--- src/rtl/inst_queue_pkg.sv ---
// Shared types and constants for the instruction queue and its consumers.
package inst_queue_pkg;

   localparam int DEFAULT_INST_LEN = 128;
   localparam int DEFAULT_DEPTH    = 16;
   localparam int DEFAULT_CNT_W    = 8;

   typedef enum logic [1:0] {
      IDLE  = 2'd0,
      ARMED = 2'd1,
      RUN   = 2'd2
   } loop_state_t;

   // Instruction field positions, decoded downstream of instruct.
   localparam int OPCODE_LSB = 0;
   localparam int OPCODE_MSB = 7;
   localparam int DST_LSB    = 8;
   localparam int DST_MSB    = 15;
   localparam int SRC0_LSB   = 16;
   localparam int SRC0_MSB   = 23;
   localparam int SRC1_LSB   = 24;
   localparam int SRC1_MSB   = 31;
   localparam int IMM_LSB    = 32;
   localparam int IMM_MSB    = 63;

endpackage

--- src/rtl/inst_queue_ram.sv ---
// Instruction storage: synchronous write, registered read that holds between reads.
module inst_queue_ram #(
   parameter int INST_LEN = 128,
   parameter int DEPTH    = 16,
   parameter int AW       = $clog2(DEPTH)
) (
   input  logic                clk,
   input  logic                wr_en,
   input  logic [AW-1:0]       wr_addr,
   input  logic [INST_LEN-1:0] wr_data,
   input  logic                rd_en,
   input  logic [AW-1:0]       rd_addr,
   output logic [INST_LEN-1:0] rd_data
);

   logic [INST_LEN-1:0] mem [DEPTH];

   always_ff @(posedge clk) begin
      if (wr_en) mem[wr_addr] <= wr_data;
      if (rd_en) rd_data <= mem[rd_addr];
   end

endmodule

--- src/rtl/inst_queue.sv ---
// Instruction FIFO with registered output; INSTQ_LOOP_EN adds a hardware loop that
// replays a body of entries a programmed number of times.
module inst_queue
   import inst_queue_pkg::*;
#(
   parameter int INST_LEN                = DEFAULT_INST_LEN,
   parameter int DEPTH                   = DEFAULT_DEPTH,
   parameter int CNT_W                   = DEFAULT_CNT_W,
   parameter logic [INST_LEN-1:0] RST_INST = '0,
   localparam int PTR_W                  = $clog2(DEPTH)
) (
   input  logic                clk,
   input  logic                rst,
   input  logic                inst_wr,
   input  logic [INST_LEN-1:0] inst_wdata,
   output logic                inst_full,
   input  logic                inst_req,
   output logic [INST_LEN-1:0] instruct,
   output logic                inst_valid,
   output logic                inst_empty,
   output logic [PTR_W:0]      inst_count
`ifdef INSTQ_LOOP_EN
   ,
   input  logic                loop_start,
   input  logic [PTR_W:0]      loop_len,
   input  logic [CNT_W-1:0]    loop_times,
   output logic                loop_busy,
   output loop_state_t         loop_state
`endif
);

   localparam logic [PTR_W:0] DEPTH_P = (PTR_W+1)'(DEPTH);

   logic [PTR_W:0]      wr_ptr, rd_ptr, free_ptr, readable, stored, rd_inc;
   logic                do_wr, do_pop, loaded;
   logic [INST_LEN-1:0] ram_q;

   // Handshakes: a write is taken when inst_wr && !inst_full, a pop when
   // inst_req && !inst_empty; both flags come from pre-edge register state.
   assign readable   = wr_ptr - rd_ptr;
   assign stored     = wr_ptr - free_ptr;
   assign inst_empty = (readable == '0);
   assign inst_full  = (stored == DEPTH_P);
   assign inst_count = stored;
   assign do_wr      = inst_wr & ~inst_full;
   assign do_pop     = inst_req & ~inst_empty;
   assign rd_inc     = rd_ptr + 1'b1;

   always_ff @(posedge clk or posedge rst) begin
      if (rst) begin
         wr_ptr     <= '0;
         inst_valid <= 1'b0;
         loaded     <= 1'b0;
      end else begin
         if (do_wr) wr_ptr <= wr_ptr + 1'b1;
         inst_valid <= do_pop;
         if (do_pop) loaded <= 1'b1;
      end
   end

   // The RAM read register has no reset, so RST_INST is shown until the first pop.
   assign instruct = loaded ? ram_q : RST_INST;

`ifdef INSTQ_LOOP_EN
   loop_state_t      state, state_nx;
   logic [PTR_W:0]   head, len, pop_cnt;
   logic [CNT_W-1:0] remaining;
   logic             arm_ok, arm_fire, hold_free, body_done, restart, finish;

   assign arm_ok    = loop_start && (loop_len != '0) && (loop_len <= DEPTH_P) &&
                      (loop_times >= CNT_W'(2));
   assign body_done = do_pop && (state != IDLE) && ((pop_cnt + 1'b1) == len);
   assign restart   = body_done && (remaining != '0);
   assign finish    = body_done && (remaining == '0);

   always_ff @(posedge clk or posedge rst) begin
      if (rst) state <= IDLE;
      else     state <= state_nx;
   end

   always_comb begin
      state_nx = state;
      case (state)
         IDLE:    if (arm_ok) state_nx = ARMED;
         ARMED:   if (do_pop) state_nx = finish ? IDLE : RUN;
         RUN:     if (finish) state_nx = IDLE;
         default: state_nx = IDLE;
      endcase
   end

   always_comb begin
      loop_busy = (state != IDLE);
      arm_fire  = (state == IDLE) && arm_ok;
      hold_free = (state != IDLE) || arm_fire;
   end

   assign loop_state = state;

   // Body entries stay allocated (free_ptr parked at head) until the last pass ends.
   always_ff @(posedge clk or posedge rst) begin
      if (rst) begin
         rd_ptr    <= '0;
         free_ptr  <= '0;
         head      <= '0;
         len       <= '0;
         pop_cnt   <= '0;
         remaining <= '0;
      end else begin
         if (restart)     rd_ptr <= head;
         else if (do_pop) rd_ptr <= rd_inc;

         if (finish)                     free_ptr <= rd_inc;
         else if (!hold_free && do_pop)  free_ptr <= rd_inc;

         if (arm_fire) begin
            head      <= rd_ptr;
            len       <= loop_len;
            remaining <= loop_times - 1'b1;
            pop_cnt   <= '0;
         end else if (body_done) begin
            pop_cnt <= '0;
            if (restart) remaining <= remaining - 1'b1;
         end else if (do_pop && (state != IDLE)) begin
            pop_cnt <= pop_cnt + 1'b1;
         end
      end
   end
`else
   always_ff @(posedge clk or posedge rst) begin
      if (rst)         rd_ptr <= '0;
      else if (do_pop) rd_ptr <= rd_inc;
   end

   assign free_ptr = rd_ptr;
`endif

   inst_queue_ram #(
      .INST_LEN (INST_LEN),
      .DEPTH    (DEPTH),
      .AW       (PTR_W)
   ) u_ram (
      .clk     (clk),
      .wr_en   (do_wr),
      .wr_addr (wr_ptr[PTR_W-1:0]),
      .wr_data (inst_wdata),
      .rd_en   (do_pop),
      .rd_addr (rd_ptr[PTR_W-1:0]),
      .rd_data (ram_q)
   );

endmodule

--- config.mk ---
export PLATFORM = sky130hd
export DESIGN_NAME = inst_queue
export DESIGN_NICKNAME = d
export VERILOG_FILES = /design/src/rtl/inst_queue_pkg.sv /design/src/rtl/inst_queue_ram.sv /design/src/rtl/inst_queue.sv
export SDC_FILE = /design/constraint.sdc
export NUM_CORES = 2
export LEC_CHECK = 0
export ABC_AREA = 1
export CORE_ASPECT_RATIO = 1.25
export CORE_UTILIZATION = 35
export DETAILED_ROUTE_END_ITERATION = 10
export PLACE_DENSITY = 0.46
export SLEW_MARGIN = 20
export SYNTH_ARGS = -nofsm -noshare
export SYNTH_HDL_FRONTEND = slang
export SYNTH_HIERARCHICAL = 1
export SYNTH_SLANG_ARGS = --single-unit
--- constraint.sdc ---
create_clock -name clk -period 11 [get_ports clk]
set_clock_uncertainty 0.05 [all_clocks]
set_input_delay 1.1 -clock clk [delete_from_list [all_inputs] [get_ports clk]]
set_output_delay 1.1 -clock clk [all_outputs]
set_load 0.02 [all_outputs]
* After elaboration in Yosys (flattened, before gate mapping) *
Memories as Yosys holds them, arrays and structs flattened. A register that Yosys moved wholly into a read port is not among the register bits.
Index checks and enable logic that the tools add are counted.

cells by class
  add/sub/neg operators = 3
  eq/ne operators = 1
  muxes and demuxes = 3
  bitwise gates (word level) = 4
  reductions and logical operators = 1

operators with widths
  cell                 number
  $mux 128             1
  $add 5x1->5 const B  2
  $eq 5x5->1 const B   1
  $logic_not 5->1      1
  $sub 5x5->5          1
  $and 1x1->1          2
  $mux 1               2
  $not 1->1            2

word-level totals
  bits in registers = 12
  RAM bits = 2048
  input bits = 132
  output and inout bits = 136
  logic and storage cells = 17
  memories kept = 1

memories
  memory     words  width  rd ports  clocked after memory_dff  write ports  RTL line              source
  u_ram.mem  16     128    1         1                         1            inst_queue_ram.sv:16  logic [INST_LEN-1:0] mem [DEPTH];

* Logic depth before layout (Yosys ltp) *
  depth in word-level cells = 6
  depth in mapped cells = 14
  mapped depth without buffers = 14

* Modules after synthesis *
The synthesis kept the hierarchy.

by module, submodules not included
  module          times used  cells an instance  area an instance (um^2)  seq. area each (um^2)
  inst_queue_ram  1           7786               88961.6                  65342.7
  inst_queue      1           375                1850.5                   300.3

* Worst setup path before layout *
No wires, ideal clock.

  path type = flip-flop to flip-flop
  from = reg wr_ptr[0]
  to = mem u_ram.mem[12][0], enable pin
  setup time = 617 ps
  arrival = 7439 ps
  required time = 10333 ps
  slack = 2894 ps
  cell stages (with the launch flop) = 12
  period minus slack after synthesis = 8106 ps
  cell sequence = dfrtp_1 -> inv_1 -> ha_1 -> inv_1 -> fa_1 -> xor2_1 -> nor2_2 -> nand3_4 -> nand2_4 -> inv_1 -> nand3_1 -> nor2_1

on the way
  word-level cells in the longest chain between the ends = 6

ends and longest elaborated chain
  element                       RTL line              source
  start: declaration            inst_queue.sv:34      logic [PTR_W:0] wr_ptr, rd_ptr, free_ptr, readable, stored, rd_inc;
  start signal: assignment      inst_queue.sv:55      if (do_wr) wr_ptr <= wr_ptr + 1'b1;
  $sub 5x5->5                   inst_queue.sv:41      assign stored = wr_ptr - free_ptr;
  net inst_count[2]             inst_queue.sv:21      output logic [PTR_W:0] inst_count
  $eq 5x5->1                    inst_queue.sv:43      assign inst_full = (stored == DEPTH_P);
  $not 1->1                     inst_queue.sv:45      assign do_wr = inst_wr & ~inst_full;
  $and 1x1->1                   inst_queue.sv:45
  net do_wr                     inst_queue.sv:35      logic do_wr, do_pop, loaded;
  $mux 1                        inst_queue_ram.sv:19  if (wr_en) mem[wr_addr] <= wr_data;
  $mux 1 (implied by the code)  inst_queue_ram.sv:19
  end: declaration              inst_queue_ram.sv:16

The timed path passes the listed nets, and every way through them passes these cells.

* Final worst setup path *
  from = reg rd_ptr[2], in the netlist free_ptr[2]
  to = mem u_ram.mem[6][82], enable pin

on the way
  word-level cells in the longest chain between the ends = 6

ends and longest elaborated chain
  element                       RTL line              source
  start: declaration            inst_queue.sv:34
  start signal: assignment      inst_queue.sv:131     else if (do_pop) rd_ptr <= rd_inc;
  $sub 5x5->5                   inst_queue.sv:41
  $eq 5x5->1                    inst_queue.sv:43
  $not 1->1                     inst_queue.sv:45
  $and 1x1->1                   inst_queue.sv:45
  net do_wr                     inst_queue.sv:35
  $mux 1                        inst_queue_ram.sv:19
  $mux 1 (implied by the code)  inst_queue_ram.sv:19

The timed path passes the listed nets, and every way through them passes these cells.

==> results.tsv <==
stage	metric	value	unit
sta	clock.fmax	0.1732	GHz
clock_network	cts_buffers	233	
placed_design	gp_congestion	0.7748	
worst_setup_path	critical-path-top-delay-family	buffers and inverters	
cells_and_area	drive_gt1_frac	0.05194	
clock_network	cts-root-buf	clkbuf_16	
worst_setup_path	cp_data_arrival_time	6210	ps
floorplan	start_util	0.3528	
synthesis	yosys-top-cells-count	2968 x nand2_1, 2176 x edfxtp_1, 1485 x nand3_1, 1010 x inv_1, 227 x buf_2	
worst_setup_path	crit_start	free_ptr[2]	
synthesis	syn_area	0.09081	mm2
synthesis	syn_inst	8161	
clock_network	cts_post_setup_buffers_inserted	0	
clock_network	clock_latency	880	ps
synthesis	synth_xor_area_frac	0.0007716	
clock_network	clockBufferDepth	4	
synthesis	syn_nets	8300	
power	comb_power_share	0.336	
grt	antenna_found_initial	28	
clock_network	h-tree-depth	4	
drt	via_per_inst	4.893	
synthesis	post-synth-top-count-cell	nand2_1	
power	vdd_ir_drop_max	223.3	uV
worst_setup_path	crit_fanout	52	
power	power_switching	10.28	mW
synthesis	ys_types	26	
synthesis	synth_top_family_by_area	simple AND/OR/NAND/NOR gates	
power	seqPwrFrac	0.395	
status	status	complete, no violations	
floorplan	ios	268	
worst_setup_path	r2r_end	u_ram/mem[6][82]	
clock_network	cts.clk_slew.worst_paths	60	ps
sta	max_slew_margin	0.2141	
power	powerDensity	263.9	mW/mm2
synthesis	synthMuxAreaShare	0	
synthesis	synth_top_cell_area_share	0.7195	
sta	grt_setup_unrepaired	false	
clock_network	cts_tree	yes	
drt	num_vias	58030	
floorplan	die_w	457.6	um
synthesis	synthAdderAreaFrac	0.001047	
synthesis	synth.avg_cell_area	11.13	um2
grt	grt_max_degree	202	
drt	routed_wl	267200	um
synthesis	synth_simple_gate_area_frac	0.2081	
floorplan	rows	208	
grt	grt-ovfl-total	0	
floorplan	core_region_area	0.2574	mm2
floorplan	die-area	0.2615	mm2
sta	period_share	0.5248	
clock_network	numClockSinks	2188	
placed_design	dp_hpwl	133900	um
synthesis	async_flop_share	0.005484	
drt	ant_nets	0	
synthesis	synth-compound-area-share	0.00005511	
min_path	hold_depth	2	
flow_run	maxCapViolations	0	
worst_setup_path	r2r_setup_slack	5230	ps
worst_setup_path	crit_path_cell_trace	inv_1 -> ha_1 -> a21oi_1 -> nand2_1 -> nand2_1 -> nand2_2 -> nand3_4 -> nand2_4 -> inv_1 -> nand3b_1 -> nor2_4 -> buf_4 -> buf_4	
synthesis	yosysWarnings	6	
cells_and_area	area_growth_syn_to_layout	13.92	%
worst_setup_path	end_kind	flip-flop	
synthesis	synth_ff_type	edfxtp_1	
drt	drc	0	
worst_setup_path	critical_path_class	reg -> reg	
power	swShare	0.3764	
placed_design	portBuffers	267	
min_path	hold_end	wr_ptr[4]	
grt	grt_pass1_vias	57480	
sta	worstMarginPinSlew	1179	ps
clock_network	cts.repair.resized	0	
drt	first_pass_iters	5	
worst_setup_path	cpMaxStageDelayCell	dfrtp_4	
synthesis	yosysTopAreaCell	edfxtp_1	
synthesis	ys_ff_latch	2188	
min_path	min_path_type	reg -> reg	
synthesis	ys_top_cells_by_area	edfxtp_1 72%, nand2_1 12%, nand3_1 8.2%	
power	clockPowerShare	0.269	
drt	dr.first_iter.drc_count	4319	
grt	grt_pass1_wl	391400	um
clock_network	postCtsHoldBufs	0	
sta	min_period	5773	ps
synthesis	synth-edff-count	2176	
sta	setup_ws	5227	ps
sta	fin_setup_tns	0	ps
min_path	worstHoldStart	wr_ptr[4]	
worst_setup_path	required	11440	ps
drt	wire_per_inst	22.53	um
sta	hold_viol_final	0	
worst_setup_path	cp-start-kind	flip-flop	
synthesis	ys_seq_area_frac	0.7228	
sta	final-max-slew-violation-count	0	
grt	grt_usage	0.2017	
cells_and_area	final_nets	8459	
power	internal_power	17.02	mW
worst_setup_path	path_buf_inv	4	
worst_setup_path	r2r-start	free_ptr[2]	
sta	setup_violations	0	
worst_setup_path	cpPeakStageDelay	1060	ps
worst_setup_path	ff2ff_path_depth	13	
floorplan	die_height	571.5	um
power	cellLeakagePower	41.13	nW
placed_design	pre_cts_ws	5110	ps
## worst max path at each step
stage	endpoint	slack, ps	depth (start not counted)
6_report	u_ram/mem[6][82]	5230	13
5_1_grt	u_ram/mem[6][86]	5000	13
4_1_cts	u_ram/mem[6][86]	5140	13
3_5_place_dp	u_ram/mem[6][100]	5110	13
3_3_place_gp	u_ram/mem[4][20]	5070	13
2_1_floorplan	u_ram/mem[12][0]	2890	11
## through the flow
step	utilization	hold WS (ps)	instances	instance area, um2	total power [mW]
after global routing	0.4019	549.1	11860	103400	28.80
after CTS	0.4018	529.2	11850	103400	27.71
after detailed placement	0.3749	516.9	11440	96500	20.30
after global placement	0.3746	519.6	11440	96420	20.29
final	0.4020	527.6	11860	103500	27.30
after floorplan	-	446.8	8161	90810	16.83
## cells in the final DEF (no fill, tap or decap), drive strengths merged
| cell | instances |
|---|---|
| xnor2 | 4 |
| diode | 9 |
| clkinv | 88 |
| edfxtp | 2176 |
| bufinv | 9 |
| xor2 | 4 |
| clkinvlp | 8 |
| nand3 | 1487 |
| a21oi | 1 |
| clkbuf | 294 |
| buf | 96 |
| nand2 | 2973 |
| ha | 6 |
| nand3b | 2 |
| inv | 1019 |
| fa | 1 |
| dfrtp | 12 |
| nor2 | 19 |
| clkdlybuf4s50 | 267 |
| or2 | 25 |
## power by group through the flow
stage                     Clock (mW)  Combinational [mW]  Sequential (mW)
final                           7.35                9.17             10.8
after global routing            7.82                10.1             10.9
after CTS                       7.54                9.36             10.8
after detailed placement           0                9.33             11.0
after global placement             0                9.32             11.0
after floorplan                    0                5.95             10.9
## tightest hold or removal path: stages, from the launching register on
cell and delay (ps):
dfrtp_1 420, nand2_1 70, nand2_1 50
## per-layer routing
layer / wire length (um) / GRT usage
met2: 133800 / 0.3557
met3: 12960 / 0.02942
met1: 114900 / 0.2600
met5: 143 / 0
met4: 5352 / 0.04705
## kinds of logic (layout without fill, tap and decap cells)
| group | after synthesis | after routing |
|---|---|---|
| AND/OR/NAND/NOR | 4506 | 4506 |
| buffers and inverters | 1451 | 1781 |
| flip-flops | 2188 | 2188 |
| AO/OA/AOI/OAI | 1 | 1 |
| other | 0 | 9 |
| adder cells (fa/ha/maj) | 7 | 7 |
| XOR/XNOR | 8 | 8 |
## layout make-up
type | count | area (um2)
Fill cell | 24550 | 153900
Tap cell | 3360 | 4204
Antenna cell | 9 | 22.52
Timing Repair Buffer | 363 | 3628
Clock buffer | 294 | 6081
Clock inverter | 112 | 829.5
Sequential cell | 2188 | 65660
Inverter | 1012 | 3845
Multi-Input combinational cell | 4522 | 19180
## flip-flops by register name, indices dropped and copies added (netlist names)
| name | flops |
|---|---|
| inst_valid | 1 |
| u_ram/rd_data | 128 |
| u_ram/mem | 2048 |
| free_ptr | 5 |
| wr_ptr | 5 |
| loaded | 1 |
Power figures use the tool's default switching activity.
